**config.mk**
```make
export PLATFORM = sky130hd
export DESIGN_NAME = sync_fifo_level
export DESIGN_NICKNAME = d
export VERILOG_FILES = /design/src/rtl/sync_fifo_level_pkg.sv /design/src/rtl/sync_fifo_level_mem.sv /design/src/rtl/sync_fifo_level.sv
export SDC_FILE = /design/constraint.sdc
export NUM_CORES = 1
export LEC_CHECK = 0
export BUFFER_PORTS_ARGS = -buffer_cell sky130_fd_sc_hd__buf_2
export CAP_MARGIN = 5
export CORE_AREA = 3 3 124 174
export CTS_BUF_LIST = sky130_fd_sc_hd__clkbuf_2
export DETAILED_ROUTE_END_ITERATION = 16
export DIE_AREA = 0 0 127 177
export HOLD_SLACK_MARGIN = 0.02
export SETUP_SLACK_MARGIN = 0.02
export SLEW_MARGIN = 10
export SYNTH_ARGS = -nofsm -noshare
export SYNTH_HDL_FRONTEND = slang
export SYNTH_SLANG_ARGS = --single-unit
export TNS_END_PERCENT = 100
```
**constraint.sdc**
```tcl
create_clock -name clk -period 6.1 [get_ports clk]
set_input_delay 0.61 -clock clk [delete_from_list [all_inputs] [get_ports clk]]
set_output_delay 0.61 -clock clk [all_outputs]
set_load 0.01 [all_outputs]
```
**src/rtl/sync_fifo_level_pkg.sv**
```systemverilog
// Shared constants and helpers for sync_fifo_level.
// Holds the default parameter values and the pointer/level width function.
// The default build has the read/write bypass disabled. Define SYNC_FIFO_LEVEL_BYPASS_EN
// to enable it.
package sync_fifo_level_pkg;

  localparam int unsigned DEF_WIDTH      = 8;
  localparam int unsigned DEF_DEPTH_LOG2 = 4;
  localparam int unsigned DEF_AF_THRESH  = 12;
  localparam int unsigned DEF_AE_THRESH  = 2;

  // Pointer/level width for a given entry count: one index bit per log2 step plus a wrap bit.
  function automatic int unsigned level_width(input int unsigned depth);
    return unsigned'($clog2(depth)) + 32'd1;
  endfunction

endpackage

```
**src/rtl/sync_fifo_level_mem.sv**
```systemverilog
// Storage array for sync_fifo_level.
// It has one synchronous write port and one asynchronous read port. There is no reset.
// Ports: clk, we/waddr/wdata (write), raddr/rdata (combinational read).
module sync_fifo_level_mem
  import sync_fifo_level_pkg::*;
#(
  parameter int unsigned WIDTH      = DEF_WIDTH,
  parameter int unsigned DEPTH_LOG2 = DEF_DEPTH_LOG2
) (
  input  logic                  clk,
  input  logic                  we,
  input  logic [DEPTH_LOG2-1:0] waddr,
  input  logic [WIDTH-1:0]      wdata,
  input  logic [DEPTH_LOG2-1:0] raddr,
  output logic [WIDTH-1:0]      rdata
);

  localparam int unsigned DEPTH = 32'd1 << DEPTH_LOG2;

  logic [WIDTH-1:0] mem [DEPTH];

  // Write port.
  always_ff @(posedge clk) begin
    if (we) mem[waddr] <= wdata;
  end

  // Asynchronous read port.
  assign rdata = mem[raddr];

endmodule

```
**src/rtl/sync_fifo_level.sv**
```systemverilog
// Synchronous show-ahead FIFO with a level output and threshold flags.
// Ports:
//   clk, rst_n (async active-low), clr (sync flush)
//   wr_en/din: push;  rd_en: pop;  dout: head of queue (0 when empty)
//   full, empty, almost_full, almost_empty, level: occupancy status
//   overflow, underflow: sticky error flags, cleared by clr or reset
// Optional: define SYNC_FIFO_LEVEL_BYPASS_EN so that a read and a write while empty
// pass din straight through to dout.
module sync_fifo_level
  import sync_fifo_level_pkg::*;
#(
  parameter int unsigned WIDTH      = DEF_WIDTH,
  parameter int unsigned DEPTH_LOG2 = DEF_DEPTH_LOG2,
  parameter int unsigned AF_THRESH  = DEF_AF_THRESH,
  parameter int unsigned AE_THRESH  = DEF_AE_THRESH
) (
  input  logic                  clk,
  input  logic                  rst_n,
  input  logic                  clr,
  input  logic                  wr_en,
  input  logic [WIDTH-1:0]      din,
  input  logic                  rd_en,
  output logic [WIDTH-1:0]      dout,
  output logic                  full,
  output logic                  empty,
  output logic                  almost_full,
  output logic                  almost_empty,
  output logic [DEPTH_LOG2:0]   level,
  output logic                  overflow,
  output logic                  underflow
);

  localparam int unsigned DEPTH = 32'd1 << DEPTH_LOG2;
  localparam int unsigned PTR_W = level_width(DEPTH);
  localparam int unsigned IDX_W = DEPTH_LOG2;

  logic [PTR_W-1:0] wptr, rptr;
  logic [WIDTH-1:0] rd_data;
  logic             bypass, push, pop, ovf_evt, unf_evt;

  // Status decoded from the registered pointers; the MSB is the wrap flag.
  assign empty        = (wptr == rptr);
  assign full         = (wptr[PTR_W-1] != rptr[PTR_W-1]) &&
                        (wptr[IDX_W-1:0] == rptr[IDX_W-1:0]);
  assign level        = wptr - rptr;
  assign almost_full  = (level >= PTR_W'(AF_THRESH));
  assign almost_empty = (level <= PTR_W'(AE_THRESH));

`ifdef SYNC_FIFO_LEVEL_BYPASS_EN
  // Reading and writing while empty forwards din without touching storage.
  assign bypass = empty & rd_en & wr_en;
`else
  assign bypass = 1'b0;
`endif

  // A read in the same cycle frees a slot, so a full FIFO still accepts the write.
  assign pop     = rd_en & ~empty;
  assign push    = wr_en & (~full | rd_en) & ~bypass;
  assign ovf_evt = wr_en & full & ~rd_en;
  assign unf_evt = rd_en & empty & ~bypass;

  // Pointer and sticky flag registers; clr wins over any transfer.
  always_ff @(posedge clk or negedge rst_n) begin
    if (!rst_n) begin
      wptr      <= '0;
      rptr      <= '0;
      overflow  <= 1'b0;
      underflow <= 1'b0;
    end else if (clr) begin
      wptr      <= '0;
      rptr      <= '0;
      overflow  <= 1'b0;
      underflow <= 1'b0;
    end else begin
      if (push)    wptr      <= wptr + PTR_W'(1);
      if (pop)     rptr      <= rptr + PTR_W'(1);
      if (ovf_evt) overflow  <= 1'b1;
      if (unf_evt) underflow <= 1'b1;
    end
  end

  sync_fifo_level_mem #(
    .WIDTH      (WIDTH),
    .DEPTH_LOG2 (DEPTH_LOG2)
  ) u_mem (
    .clk   (clk),
    .we    (push & ~clr),
    .waddr (wptr[IDX_W-1:0]),
    .wdata (din),
    .raddr (rptr[IDX_W-1:0]),
    .rdata (rd_data)
  );

  // Show-ahead output: the head entry, the bypassed input, or zero.
  always_comb begin
    dout = '0;
    if (!empty)      dout = rd_data;
    else if (bypass) dout = din;
  end

endmodule

```
# Word level (Yosys, flattened, before mapping)

Memory sizes are Yosys's and may differ from the RTL's.
Index checks and enable logic that the tools add are counted.

Add/subtract/negate cells: 3
Reduce and logical (&&, ||, !) cells: 5
Magnitude comparators: 2
Bitwise operators: 11
Eq/ne operators: 3
Muxes and demuxes: 11

Operator list:

| cell                | count |
|---|---|
| $mux 5              | 4 |
| $add 5x1->5 const B | 2 |
| $mux 8              | 1 |
| $reduce_bool 2->1   | 4 |
| $and 1x1->1         | 6 |
| $mux 1              | 6 |
| $eq 5x5->1          | 1 |
| $ge 5x4->1 const B  | 1 |
| $le 5x2->1 const B  | 1 |
| $sub 5x5->5         | 1 |
| $eq 4x4->1          | 1 |
| $not 1->1           | 4 |
| $logic_and 1x1->1   | 1 |
| $ne 1x1->1          | 1 |
| $or 1x1->1          | 1 |

Bits in writable memories: 128
Memories: 1
Bits in registers: 12

Memories:

| name      | words | bits a word | rd ports | clocked after Yosys merged registers in | write ports | line                      | text |
|---|---|---|---|---|---|---|---|
| u_mem.mem | 16    | 8           | 1        | 0                                       | 1           | sync_fifo_level_mem.sv:20 | `logic [WIDTH-1:0] mem [DEPTH];` |

# Logic depth before layout (Yosys ltp)

Depth in word-level cells: 8
Gate-level depth with buffers: 10
Depth with buffers taken out: 8

# Hierarchy

A second synthesis with hierarchy kept.

Cells, all modules: 312
Area, all modules: 5845.6 um2

By module, submodules not included:

| module              | sequential area each (um2) | times used | area each (um2) | cells each |
|---|---|---|---|---|
| sync_fifo_level_mem | 3843.7                     | 1          | 4987.3          | 221 |
| sync_fifo_level     | 300.3                      | 1          | 858.3           | 91 |

# Least setup slack after synthesis

OpenSTA, ideal clock, no wires.

Kind: register -> output
From: reg rptr[1]
To: out almost_empty
Buffers on the path: 3
Setup slack: 3.304 ns
Stages on the path, launching flop included: 10
Arrival: 2.186 ns
Cells stage by stage: dfrtp_1 > buf_6 > buf_12 > clkbuf_8 > inv_1 > fa_1 > a21o_1 > a21oi_1 > xnor2_1 > a2111oi_2

Longest elaborated chain between the ends: 2

RTL lines:

| item                   | line                  | text |
|---|---|---|
| from (decl)            | sync_fifo_level.sv:37 | `logic [PTR_W-1:0] wptr, rptr;` |
| from (signal assigned) | sync_fifo_level.sv:76 | `if (pop) rptr <= rptr + PTR_W'(1);` |
| $sub 5x5->5            | sync_fifo_level.sv:45 | `assign level = wptr - rptr;` |
| named net level[4]     | sync_fifo_level.sv:28 | `output logic [DEPTH_LOG2:0] level,` |
| $le 5x2->1             | sync_fifo_level.sv:47 | `assign almost_empty = (level <= PTR_W'(AE_THRESH));` |
| to (decl)              | sync_fifo_level.sv:27 | `output logic almost_empty,` |

The timed path passes the listed nets, and every way through them passes these cells.

# Worst setup path in the final report

From: reg rptr[2]
To: out dout[6]

Longest elaborated chain between the ends: 2
Elaborated cells between the ends (all ways): 3

RTL lines:

| item                                              | line                  | text |
|---|---|---|
| $mem_v2 16x8 / $eq 5x5->1 (equally long branches) | n/a                   |  |
| $mux 8 (*)                                        | sync_fifo_level.sv:97 | `if (!empty) dout = rd_data;` |
| to (decl)                                         | sync_fifo_level.sv:23 | `output logic [WIDTH-1:0] dout,` |

Every way passes the cells marked *; elsewhere a longest branch is shown, timed or not.

==> results.cfg <==
[placement]
dpl.cell_count = 594
place_hpwl_um = 9015
port-buffer-count = 31
dpl_cell_area_mm2 = 0.006329
place.gp.congestion = 0.7808

[power]
p_leak_nw = 2.200
pwr_density_cell_mw_per_mm2 = 304.2
ir_drop_mv = 0.09815

[layout]
layout_common_cells = 128 x edfxtp_1, 31 x buf_2, 28 x nor2_1
final_cell_area_mm2 = 0.006603
area_delta_synth_final_pct = 9.937
layout_commonest_cell = edfxtp_1
fin_cells = 628
drive_gt1_share_pct = 25.33
final_nets = 385
final.fill_count = 1922

[clocking]
cts_tree = done
clock_path_buffers = 2
cts_resized = 0
cts_buffers = 17
clock_latency_ns = 0.69
ctsHtreeMaxLevel = 4
post-cts-setup-buffers = 0
cts_sinks = 140
clk_pin_slew_ns = 0.23
root_buffer = clkbuf_2

[global_routing]
grt_pass1_vias = 3266
grt_antenna_before_repair = 1
grt_start_max_net_pins = 39
grtUsageTotal_pct = 12.21
grt_overflow = 0
grt_pass1_wl_um = 20450

[synth]
ys_warn_count = 0
synth_area_leader_cell = edfxtp_1
synth_edf_count = 128
ys_types = 44
synth_cells = 325
syn-num-nets = 348
syn_avg_cell_area_um2 = 18.48
syn_area_mm2 = 0.006006
synthArstFlopShare_pct = 8.571
yosys-top-cells-area = edfxtp_1 64%, mux4_2 6.8%, mux4_1 5.3%
synth-seq-area-share_pct = 69.00
synth_flop_cell = edfxtp_1
synth_top_area_share_pct = 64.00
synth_seq_cells = 140

[timing]
setup_viol_count_final = 0
period_share_pct = 67.99
tightest_slew_ns = 0.8329
fin_crit_ns = 4.148
max_clock_freq_mhz = 241.1
rsz0062_at_grt = no
tns_ns = 0
slew_violations = 0
slew_headroom_pct = 44.47
finalHoldViolCount = 0
fin_worst_skew_ns = 0.03121

[worst_setup_path]
crit_path_end_kind = output port
cp_cell_sequence = inv_2 -> ha_1 -> nand4_2 -> nor2_2 -> a21oi_1 -> buf_2
crit_slowest_cell = dfrtp_1
cp_max_fo = 22
critical_path_arrival_ns = 3.54
slowest_delay_ns = 0.93
worst-setup-path-type = flip-flop to output port
startpoint_type = flip-flop
crit_required_ns = 5.49

[floorplanning]
rows = 61
dieArea_mm2 = 0.02248
start_util_pct = 30.03
die_h_um = 177
die_w_um = 127
io_pins = 32
core-area_mm2 = 0.02000

[routing]
vias = 3020
drtIter0Drc = 284
wl_um = 12790
wire_per_inst_um = 20.37
via_per_inst = 4.809
first_pass_iters = 4
remaining_drc_errors = 0
final_antenna_net_count = 0

[run]
maxCapViolations = 0

[hold_path]
min_path_type = input pin to flip-flop

[run_status]
outcome = completed
-- final timing paths --
kind / start / endpoint / slack [ns] / depth (start not counted)
max reg2reg: rptr[2] / u_mem.mem[9][5] / 2.65 / 6
min in group asynchronous: rst_n / wptr[2] / 0.29 / 2
max in group asynchronous: rst_n / rptr[0] / 5.55 / 2
min reg2reg: underflow / underflow / 0.53 / 2
max: rptr[2] / dout[6] / 1.95 / 6
min: wr_en / overflow / 0.21 / 3
-- through the flow --
stage	utilization, %	setup WS [ns]	hold slack, ns	power, mW
after global routing	33.02	1.609	0.1898	2.122
after CTS	33.01	1.903	0.1640	2.038
after floorplan	-	3.304	0.3144	1.339
final	33.02	1.952	0.2146	2.008
after global placement	31.65	2.773	0.4927	1.452
after detailed placement	31.65	2.657	0.4903	1.456
-- report_power, final --
| group | leakage (nW) | switching, mW | internal, mW | total (mW) |
|---|---|---|---|---|
| Combinational | 0.727 | 0.214 | 0.148 | 0.362 |
| Sequential | 1.32 | 0.00566 | 1.06 | 1.06 |
| Clock | 0.157 | 0.376 | 0.206 | 0.582 |
-- sequential cells by signal (all words and copies together), names as in the netlist --
| name | flops |
|---|---|
| underflow | 1 |
| overflow | 1 |
| u_mem.mem | 128 |
| rptr | 5 |
| wptr | 5 |
-- cells by family after synthesis --
logic type	share of synthesized area, %
adder cells (fa/ha/maj)	2.208
AND/OR/NAND/NOR	5.396
AO/OA/AOI/OAI	4.354
buffers and inverters	3.167
multiplexers	14.17
XOR/XNOR	1.709
flip-flops	69.00
-- synth_stat cells, drive strengths merged (4+ instances only) --
cell type	count
edfxtp	128
mux4	30
nor2	29
a211oi	14
mux2i	13
dfrtp	12
ha	9
nor2b	9
a21oi	8
buf	8
clkbuf	7
inv	7
nand2	7
xor2	6
nand3	5
o21ai	5
nand3b	4
xnor2	4
-- metal layers --
metal / routed length [µm] / global-route usage, % / vias to the layer above / share of wire [%]
met4: 134 / 3.936 / 0 / 1.0
met5: 0 / 0 / - / 0
met3: 574 / 3.200 / 7 / 4.5
met1: 5348 / 15.49 / 1547 / 42
li1: - / - / 1379 / -
met2: 6737 / 20.43 / 87 / 53
-- worst max-delay path: cells and delay by family, from the launching register on --
family                     cells  cell delay (ns)
adders and majority gates      1             0.48
AOI/OAI and AO/OA              1             0.16
and+or+nand+nor                2             0.77
DFF                            1             0.93
buffers and inverters          2             0.49
-- cell type report --
| type | count | area (µm²) | area share [%] |
|---|---|---|---|
| clock buffers | 17 | 85.08 | 1.289 |
| flip-flops and latches | 140 | 4145 | 62.78 |
| inverters | 7 | 26.28 | 0.3980 |
| well taps | 252 | 315.3 | 4.775 |
| diodes | 1 | 2.502 | 0.03790 |
| clock inverters | 15 | 176.4 | 2.672 |
| multi-input cells | 162 | 1672 | 25.32 |
| repair buffers | 34 | 180.2 | 2.729 |
-- timing repair --
item,in CTS,in global routing
hold endpoints to repair,12,0
endpoints found under the setup margin,0,0
hold buffers,1,0
(Power assumes the default switching activity.)
